`src/rtl/cheri_tsmap_writer.sv`:
```
// Write-side engine for the TSMAP revocation bitmap: turns a byte range into
// granule bits and applies them with word-granular read-modify-write on the TSMAP port.
module cheri_tsmap_writer #(
    parameter logic [31:0] HeapBase  = 32'h8000_0000,
    parameter int unsigned TSMapSize = 1024
) (
    input  logic        clk_i,
    input  logic        rst_ni,
    input  logic        req_valid_i,
    output logic        req_ready_o,
    input  logic [31:0] req_base_i,
    input  logic [31:0] req_len_i,
    input  logic        req_set_i,
    output logic        resp_valid_o,
    output logic        resp_err_o,
    output logic        busy_o,
    output logic        tsmap_req_o,
    input  logic        tsmap_gnt_i,
    output logic        tsmap_we_o,
    output logic [15:0] tsmap_addr_o,
    output logic [31:0] tsmap_wdata_o,
    input  logic [31:0] tsmap_rdata_i
);

    typedef enum logic [2:0] {
        S_IDLE, S_CHECK, S_RD, S_MOD, S_WR, S_DONE
    } state_e;

    state_e      state_q;
    logic [31:0] base_q, len_q;
    logic        set_q, err_q;
    logic [26:0] w_q, ws_q, wend_q;
    logic [4:0]  bs_q, be_q;
    logic [31:0] mask_q, wdata_q;

    logic [32:0] end33;
    logic [31:0] gs, ge;
    logic        err_c;
    logic [31:0] cmask, nmask, fill;
    logic [26:0] w_nxt;

    // Bits lo..hi of word w, where only the first/last word of the range is trimmed.
    function automatic logic [31:0] word_mask(input logic [26:0] w, input logic [26:0] ws,
                                              input logic [26:0] wl, input logic [4:0] bs,
                                              input logic [4:0] be);
        logic [4:0]  lo, hi;
        logic [31:0] m;
        lo = (w == ws) ? bs : 5'd0;
        hi = (w == wl) ? be : 5'd31;
        for (int i = 0; i < 32; i++) m[i] = (5'(i) >= lo) && (5'(i) <= hi);
        return m;
    endfunction

    assign end33 = {1'b0, base_q} + {1'b0, len_q} - 33'd1;
    assign gs    = (base_q - HeapBase) >> 3;
    assign ge    = (end33[31:0] - HeapBase) >> 3;
    assign err_c = (len_q != '0) &&
                   ((base_q < HeapBase) || end33[32] || (32'(ge[31:5]) >= TSMapSize));
    assign cmask = word_mask(gs[31:5], gs[31:5], ge[31:5], gs[4:0], ge[4:0]);
    assign w_nxt = w_q + 27'd1;
    assign nmask = word_mask(w_nxt, ws_q, wend_q, bs_q, be_q);
    assign fill  = set_q ? 32'hFFFF_FFFF : 32'h0;

    always_ff @(posedge clk_i or negedge rst_ni) begin
        if (!rst_ni) begin
            state_q <= S_IDLE;
            base_q  <= '0;
            len_q   <= '0;
            set_q   <= 1'b0;
            err_q   <= 1'b0;
            w_q     <= '0;
            ws_q    <= '0;
            wend_q  <= '0;
            bs_q    <= '0;
            be_q    <= '0;
            mask_q  <= '0;
            wdata_q <= '0;
        end else begin
            case (state_q)
                S_IDLE: if (req_valid_i) begin
                    base_q  <= req_base_i;
                    len_q   <= req_len_i;
                    set_q   <= req_set_i;
                    err_q   <= 1'b0;
                    state_q <= S_CHECK;
                end
                S_CHECK: begin
                    err_q  <= err_c;
                    ws_q   <= gs[31:5];
                    wend_q <= ge[31:5];
                    bs_q   <= gs[4:0];
                    be_q   <= ge[4:0];
                    w_q    <= gs[31:5];
                    mask_q <= cmask;
                    if (err_c || len_q == '0) begin
                        state_q <= S_DONE;
                    end else if (&cmask) begin
                        wdata_q <= fill;
                        state_q <= S_WR;
                    end else begin
                        state_q <= S_RD;
                    end
                end
                S_RD: if (tsmap_gnt_i) state_q <= S_MOD;
                S_MOD: begin
                    wdata_q <= set_q ? (tsmap_rdata_i | mask_q) : (tsmap_rdata_i & ~mask_q);
                    state_q <= S_WR;
                end
                // wdata_q only changes on a granted write, so it is stable across stalls.
                S_WR: if (tsmap_gnt_i) begin
                    if (w_q == wend_q) begin
                        state_q <= S_DONE;
                    end else begin
                        w_q    <= w_nxt;
                        mask_q <= nmask;
                        if (&nmask) begin
                            wdata_q <= fill;
                            state_q <= S_WR;
                        end else begin
                            state_q <= S_RD;
                        end
                    end
                end
                S_DONE:  state_q <= S_IDLE;
                default: state_q <= S_IDLE;
            endcase
        end
    end

    assign req_ready_o   = (state_q == S_IDLE);
    assign busy_o        = (state_q != S_IDLE);
    assign tsmap_req_o   = (state_q == S_RD) || (state_q == S_WR);
    assign tsmap_we_o    = (state_q == S_WR);
    assign tsmap_addr_o  = w_q[15:0];
    assign tsmap_wdata_o = wdata_q;
    assign resp_valid_o  = (state_q == S_DONE);
    assign resp_err_o    = (state_q == S_DONE) && err_q;

endmodule
```
`config.mk`:
```
export PLATFORM = sky130hd
export DESIGN_NAME = cheri_tsmap_writer
export DESIGN_NICKNAME = d
export VERILOG_FILES = /design/src/rtl/cheri_tsmap_writer.sv
export SDC_FILE = /design/constraint.sdc
export NUM_CORES = 1
export LEC_CHECK = 0
export CAP_MARGIN = 20
export CORE_MARGIN = 2
export CORE_UTILIZATION = 31
export DETAILED_ROUTE_END_ITERATION = 10
export GPL_ROUTABILITY_DRIVEN = 0
export PLACE_DENSITY = 0.59
export SLEW_MARGIN = 0
export SYNTH_ARGS = -nofsm -noshare
export SYNTH_HDL_FRONTEND = slang
export SYNTH_SLANG_ARGS = --single-unit
```
`constraint.sdc`:
```
create_clock -name clk_i -period 10.54 [get_ports clk_i]
set_clock_uncertainty 0.05 [all_clocks]
set_input_delay 3.162 -clock clk_i [delete_from_list [all_inputs] [get_ports clk_i]]
set_output_delay 3.162 -clock clk_i [all_outputs]
set_load 0.05 [all_outputs]
```
* Yosys cells after proc, flatten, opt, wreduce, memory -nomap -nowiden
Cells that the tools add are included.
** Word-level totals
- RAM bits :: 0
- Memories kept :: 0
- Register bits :: 218
- Logic and storage cells :: 277
- Latch bits :: 0
- Bits in read-only memories :: 0
- Output and inout bits :: 54
** Cells by class
- Equality and inequality tests :: 16
- Mux-type cells :: 27
- Reduce and logical (&&, ||, !) cells :: 84
- $mul :: 0
- Divide/modulo/power cells :: 0
- Shift-type cells :: 0
- Order comparisons :: 130
- Bitwise operators :: 3
- Add/sub/neg operators :: 5
** Operators by type and width (number)
- $mux 32 :: 9
- $ge 5x5->1 const A :: 32
- $le 5x5->1 const A :: 32
- $pmux 32 s3 :: 1
- $eq 27x24->1 :: 3
- $ge 4x5->1 const A :: 16
- $le 4x5->1 const A :: 16
- $logic_and 1x1->1 :: 66
- $pmux 32 s2 :: 1
- $reduce_and 32->1 :: 2
- $sub 32x32->32 const B :: 2
- $mux 27 :: 2
- $pmux 27 s2 :: 1
- $ge 3x5->1 const A :: 8
- $le 3x5->1 const A :: 8
- $add 32x32->33 :: 1
- $sub 33x1->33 const B :: 1
- $and 32x32->32 :: 1
- $logic_not 32->1 :: 1
- $lt 32x32->1 const B :: 1
- $not 32->32 :: 1
- $or 32x32->32 :: 1
- $reduce_bool 32->1 :: 1
- $add 27x1->27 const B :: 1
- 23 further kinds :: 57

* Depth between registers and ports, before layout
- Depth after elaboration :: 11
- Gate-level depth with buffers :: 19

* Worst setup path after synthesis
OpenSTA, ideal clock, no wires.
- Path kind :: reg-to-output
- Start point :: reg state_q[2]
- End point :: out tsmap_we_o
- Arrival :: 2.083 ns
- Cell stages (with the launch flop) :: 3
- Slack :: 5.245 ns
- Required time :: 7.328 ns
- Path through :: dfrtp_1 > clkbuf_1 > nor3b_1
** On the way
- Longest elaborated chain between the ends :: 1
** RTL lines
- start, declared :: RTL line 29 : state_e state_q;
- start signal, assigned :: RTL line 66 : state_q <= S_IDLE;
- start signal, assigned :: RTL line 85 : state_q <= S_CHECK;
- start signal, assigned :: RTL line 96 : state_q <= S_DONE;
- $eq 3x3->1 :: RTL line 133 : assign tsmap_we_o = (state_q == S_WR);
- end, declared :: RTL line 19 : output logic tsmap_we_o,
Every way passes these cells.

* Worst setup path after layout
- Start point :: reg base_q[6]
- End point :: reg mask_q[31]
** On the way
- Longest elaborated chain between the ends :: 8
- Elaborated cells between the ends (all ways) :: 10
- Those cells by class :: 4 x add/sub; 2 x order compare; 1 x eq/ne; 2 x mux; 1 x reduce/logical
** RTL lines
- start, declared :: RTL line 30 : logic [31:0] base_q, len_q;
- start signal, assigned :: RTL line 81 : base_q <= req_base_i;
- $add 32x32->33 :: RTL line 54 : assign end33 = {1'b0, base_q} + {1'b0, len_q} - 33'd1;
- $sub 33x1->33 :: RTL line 54
- $sub 32x32->32 :: RTL line 56 : assign ge = (end33[31:0] - HeapBase) >> 3;
- $eq 24x24->1 :: RTL line 49 : hi = (w == wl) ? be : 5'd31;
- $mux 5 :: RTL line 49
- $le 5x5->1 :: RTL line 50 : for (int i = 0; i < 32; i++) m[i] = (5'(i) >= lo) && (5'(i) <= hi);
- $logic_and 1x1->1 * :: RTL line 50
- $pmux 32 s2 * :: RTL line 79 : case (state_q)
- end signal, assigned :: RTL line 94 : mask_q <= cmask;
- end signal, assigned :: RTL line 115 : mask_q <= nmask;
- end, declared :: RTL line 34 : logic [31:0] mask_q, wdata_q;
Every way passes the cells marked *; elsewhere a longest branch is shown, timed or not.
A chain may end at the register's enable or synchronous reset.

==> results.txt <==
largest family of logic cells by synthesized area = compound AO/OA/AOI/OAI gates
# nets final = 2181
drc violations = 0
kind of critical path = register to register
Reg clk slew, reported paths = 0.06 ns
maxcap violations = 0
unrepaired setup endpoints after global routing = no
die area = 0.0536 mm2
Peak VDD IR = 149 uV
IO Count = 155
most frequent cells in the layout = 274 x nand2_1, 218 x dfrtp_1, 195 x o21ai_0, 153 x clkdlybuf4s50_1, 145 x inv_1
final wirelength = 56000 um
Area growth syn-to-layout = 17.3%
initial DRC count = 1583
number of H-tree levels = 1
CTS tree = done
setup TNS = 0 ns
worst slew pin tran = 1.12 ns
post-route ant nets = 0
vias in the first global route = 14.5k
Cell Pwr Density = 290 mW/mm2
Resized Gates After CTS = 0
Hold WS = 0.432 ns
Async S/R FF share, synth = 100%
ant diodes = 0
WL/cell = 20.6 um
fin. max-slew vios = 0
Post-Syn Instances = 1965
delay of the slowest cell on the worst path = 0.62 ns
core area = 0.0512 mm2
Tmin final = 5.75 ns
via count = 15.3k
Tot GR Track Use = 20.5%
Chip Width = 231 um
initial antenna violation count = 0
dpl hpwl = 42400 um
XOR/XNOR Fraction of Synth Area = 6.33%
EDFF count, synth = 0
Post-Syn Nets = 2128
post-synthesis mux area share = 5.22%
Max Fanout on Critical Path = 30
Compound-Gate Fraction of Synth Area = 21.7%
Vias/cell = 5.64
Max Freq = 0.174 GHz
Worst slew margin = 25.1%
Hold Crit Class = register to register
CTS Buf Count = 27
Setup Fix Bufs, Post-CTS = 0
dpl cells = 2668
R2R Path Start = base_q[6]
crit path launch type = register
yosys warns = 0
share of cells above drive strength 1 = 8.09%
Worst EP arrival = 6.16 ns
Yosys reg bits = 218
Initial Util = 31.3%
# rows = 83
number of iterations in the first detailed-routing pass = 5
CP startpoint = base_q[6]
CP required = 10.95 ns
setup violators final = 0
mapped cell area = 0.0160 mm2
hold_buf cts = 0
Final Hold Vio Count = 0
largest net degree at the start of global routing = 122
CTS root buffer = clkbuf_16
crit-path cells = inv_1, ha_1, inv_1, ha_1, a21oi_1, o21ai_0, a22oi_1, a21oi_1, a311oi_1, or4b_1, nor4_1, nand4_1, nor3_2, buf_4, or3b_1, a31o_2
CP endpoint kind = register
HP Start = tsmap_wdata_o[20]
first-pass GRT wire length = 86500 um
Most used DFF post-synth = dfrtp_1
Max Root-Sink Buffers = 3
Die Y = 231 um
Leak = 0.00764 uW
crit path max-delay cell type = dfrtp_1
GR Overflow Total = 0
Tcrit/Tclk final = 54.6%
total clock sinks = 218
Post-Synth Simple-Gate Area = 20.2%
clock latency at the later pin of the worst-skew pair = 0.58 ns
post-synthesis adder-cell area fraction = 4.84%
distinct cell type count after synthesis = 89
commonest non-fill, non-tap cell in the layout = nand2_1
register area share after synthesis = 34.0%
Post-Syn Area per Cell = 8.16 um2
PortBufs = 154
Finished Layout Cells = 2719
outcome = complete, no violations
[synth_stat cells, drive strengths merged (6+ instances only)]
library cell  count  share of area, %
nand2           274               6.4
dfrtp           218                34
o21ai           199               6.2
inv             145               3.4
nor2            118               2.8
a21oi           116               3.7
clkbuf           89               2.1
xnor2            75               4.1
mux2             69               4.8
ha               62               4.8
buf              56               2.2
nand3            56               1.7
nor3             47               1.5
xor2             35               1.9
nand4            34               1.4
and3             21              0.85
nor4             21               1.2
a221o            19               1.2
a211oi           17              0.83
a21o             17              0.80
and2             16              0.62
a221oi           15              0.82
and4             15              0.82
nand2b           14              0.55
or3              14              0.55
a211o            13              0.71
a31oi            13              0.51
o311ai           12              0.66
o22ai            10              0.39
a22oi             9              0.42
o211ai            9              0.42
o21a              9              0.42
o31ai             9              0.48
a311oi            8              0.55
o2111ai           7              0.38
or4               7              0.33
mux2i             6              0.37
nor2b             6              0.23
o32ai             6              0.33
or2               6              0.23
[sequential cells by signal, indices dropped and copies added (netlist names)]
name	count
mask_q	32
w_q	27
wend_q	24
set_q	1
ws_q	24
be_q	5
state_q	3
bs_q	5
err_q	1
base_q	32
len_q	32
tsmap_wdata_o	32
[cell families after synthesis]
kind of cell / count (synthesis)
buffers and inverters: 291
xor gates and xnor gates: 112
AOI/OAI and AO/OA: 538
muxes: 75
and+or+nand+nor: 669
DFF: 218
adders and majority gates: 62
[through the flow]
stage | total power (uW) | utilization (%) | setup WS (ns) | instance area (um2)
after global routing | 5770 | 36.8 | 4.52 | 18800
after detailed placement | 4420 | 34.9 | 4.24 | 17900
after floorplan | 3460 | - | 5.24 | 16000
after global placement | 4390 | 34.9 | 4.32 | 17900
final | 5460 | 36.8 | 4.79 | 18800
after CTS | 5390 | 36.7 | 4.61 | 18800
[critical path: cells and delay by family, from the launching register on]
family	cells	cell delay, ns
compound gates	6	1.83
fa+ha+maj	2	0.73
buf+inv	3	0.57
flops	1	0.62
simple gates	5	1.85
[cell type report]
class / count / area [um2]
Inverter: 146 / 548
Clock buffer: 40 / 805
Tap cell: 680 / 851
Multi-Input combinational cell: 1456 / 9390
Sequential cell: 218 / 5460
Timing Repair Buffer: 169 / 1670
Clock inverter: 10 / 103
Fill cell: 5275 / 32400
[report_power, final]
| part | leakage, uW | switching [uW] | total, uW | internal [uW] |
|---|---|---|---|---|
| sequential | 0.00265 | 200 | 1180 | 978 |
| clock | 0.000445 | 394 | 949 | 556 |
| combinational | 0.00455 | 2220 | 3340 | 1120 |
[worst paths after layout]
check | slack (ns) | to | depth (start not counted)
max | 4.79 | mask_q[31] | 16
min in group asynchronous | 2.62 | tsmap_wdata_o[21] | 1
min reg2reg | 0.43 | tsmap_wdata_o[20] | 1
min | 0.43 | tsmap_wdata_o[20] | 1
max reg2reg | 4.79 | mask_q[31] | 16
max in group asynchronous | 6.49 | w_q[0] | 2
[per-layer routing]
metal / global-route usage, % / vias to the layer above / wire length, um
met5: 0 / - / 0
met4: 7.86 / 0 / 2180
met3: 2.69 / 117 / 4950
met2: 31.4 / 808 / 24300
met1: 29.2 / 7297 / 24600
li1: - / 7111 / -
No activity file was read; power rests on OpenSTA's default activity.
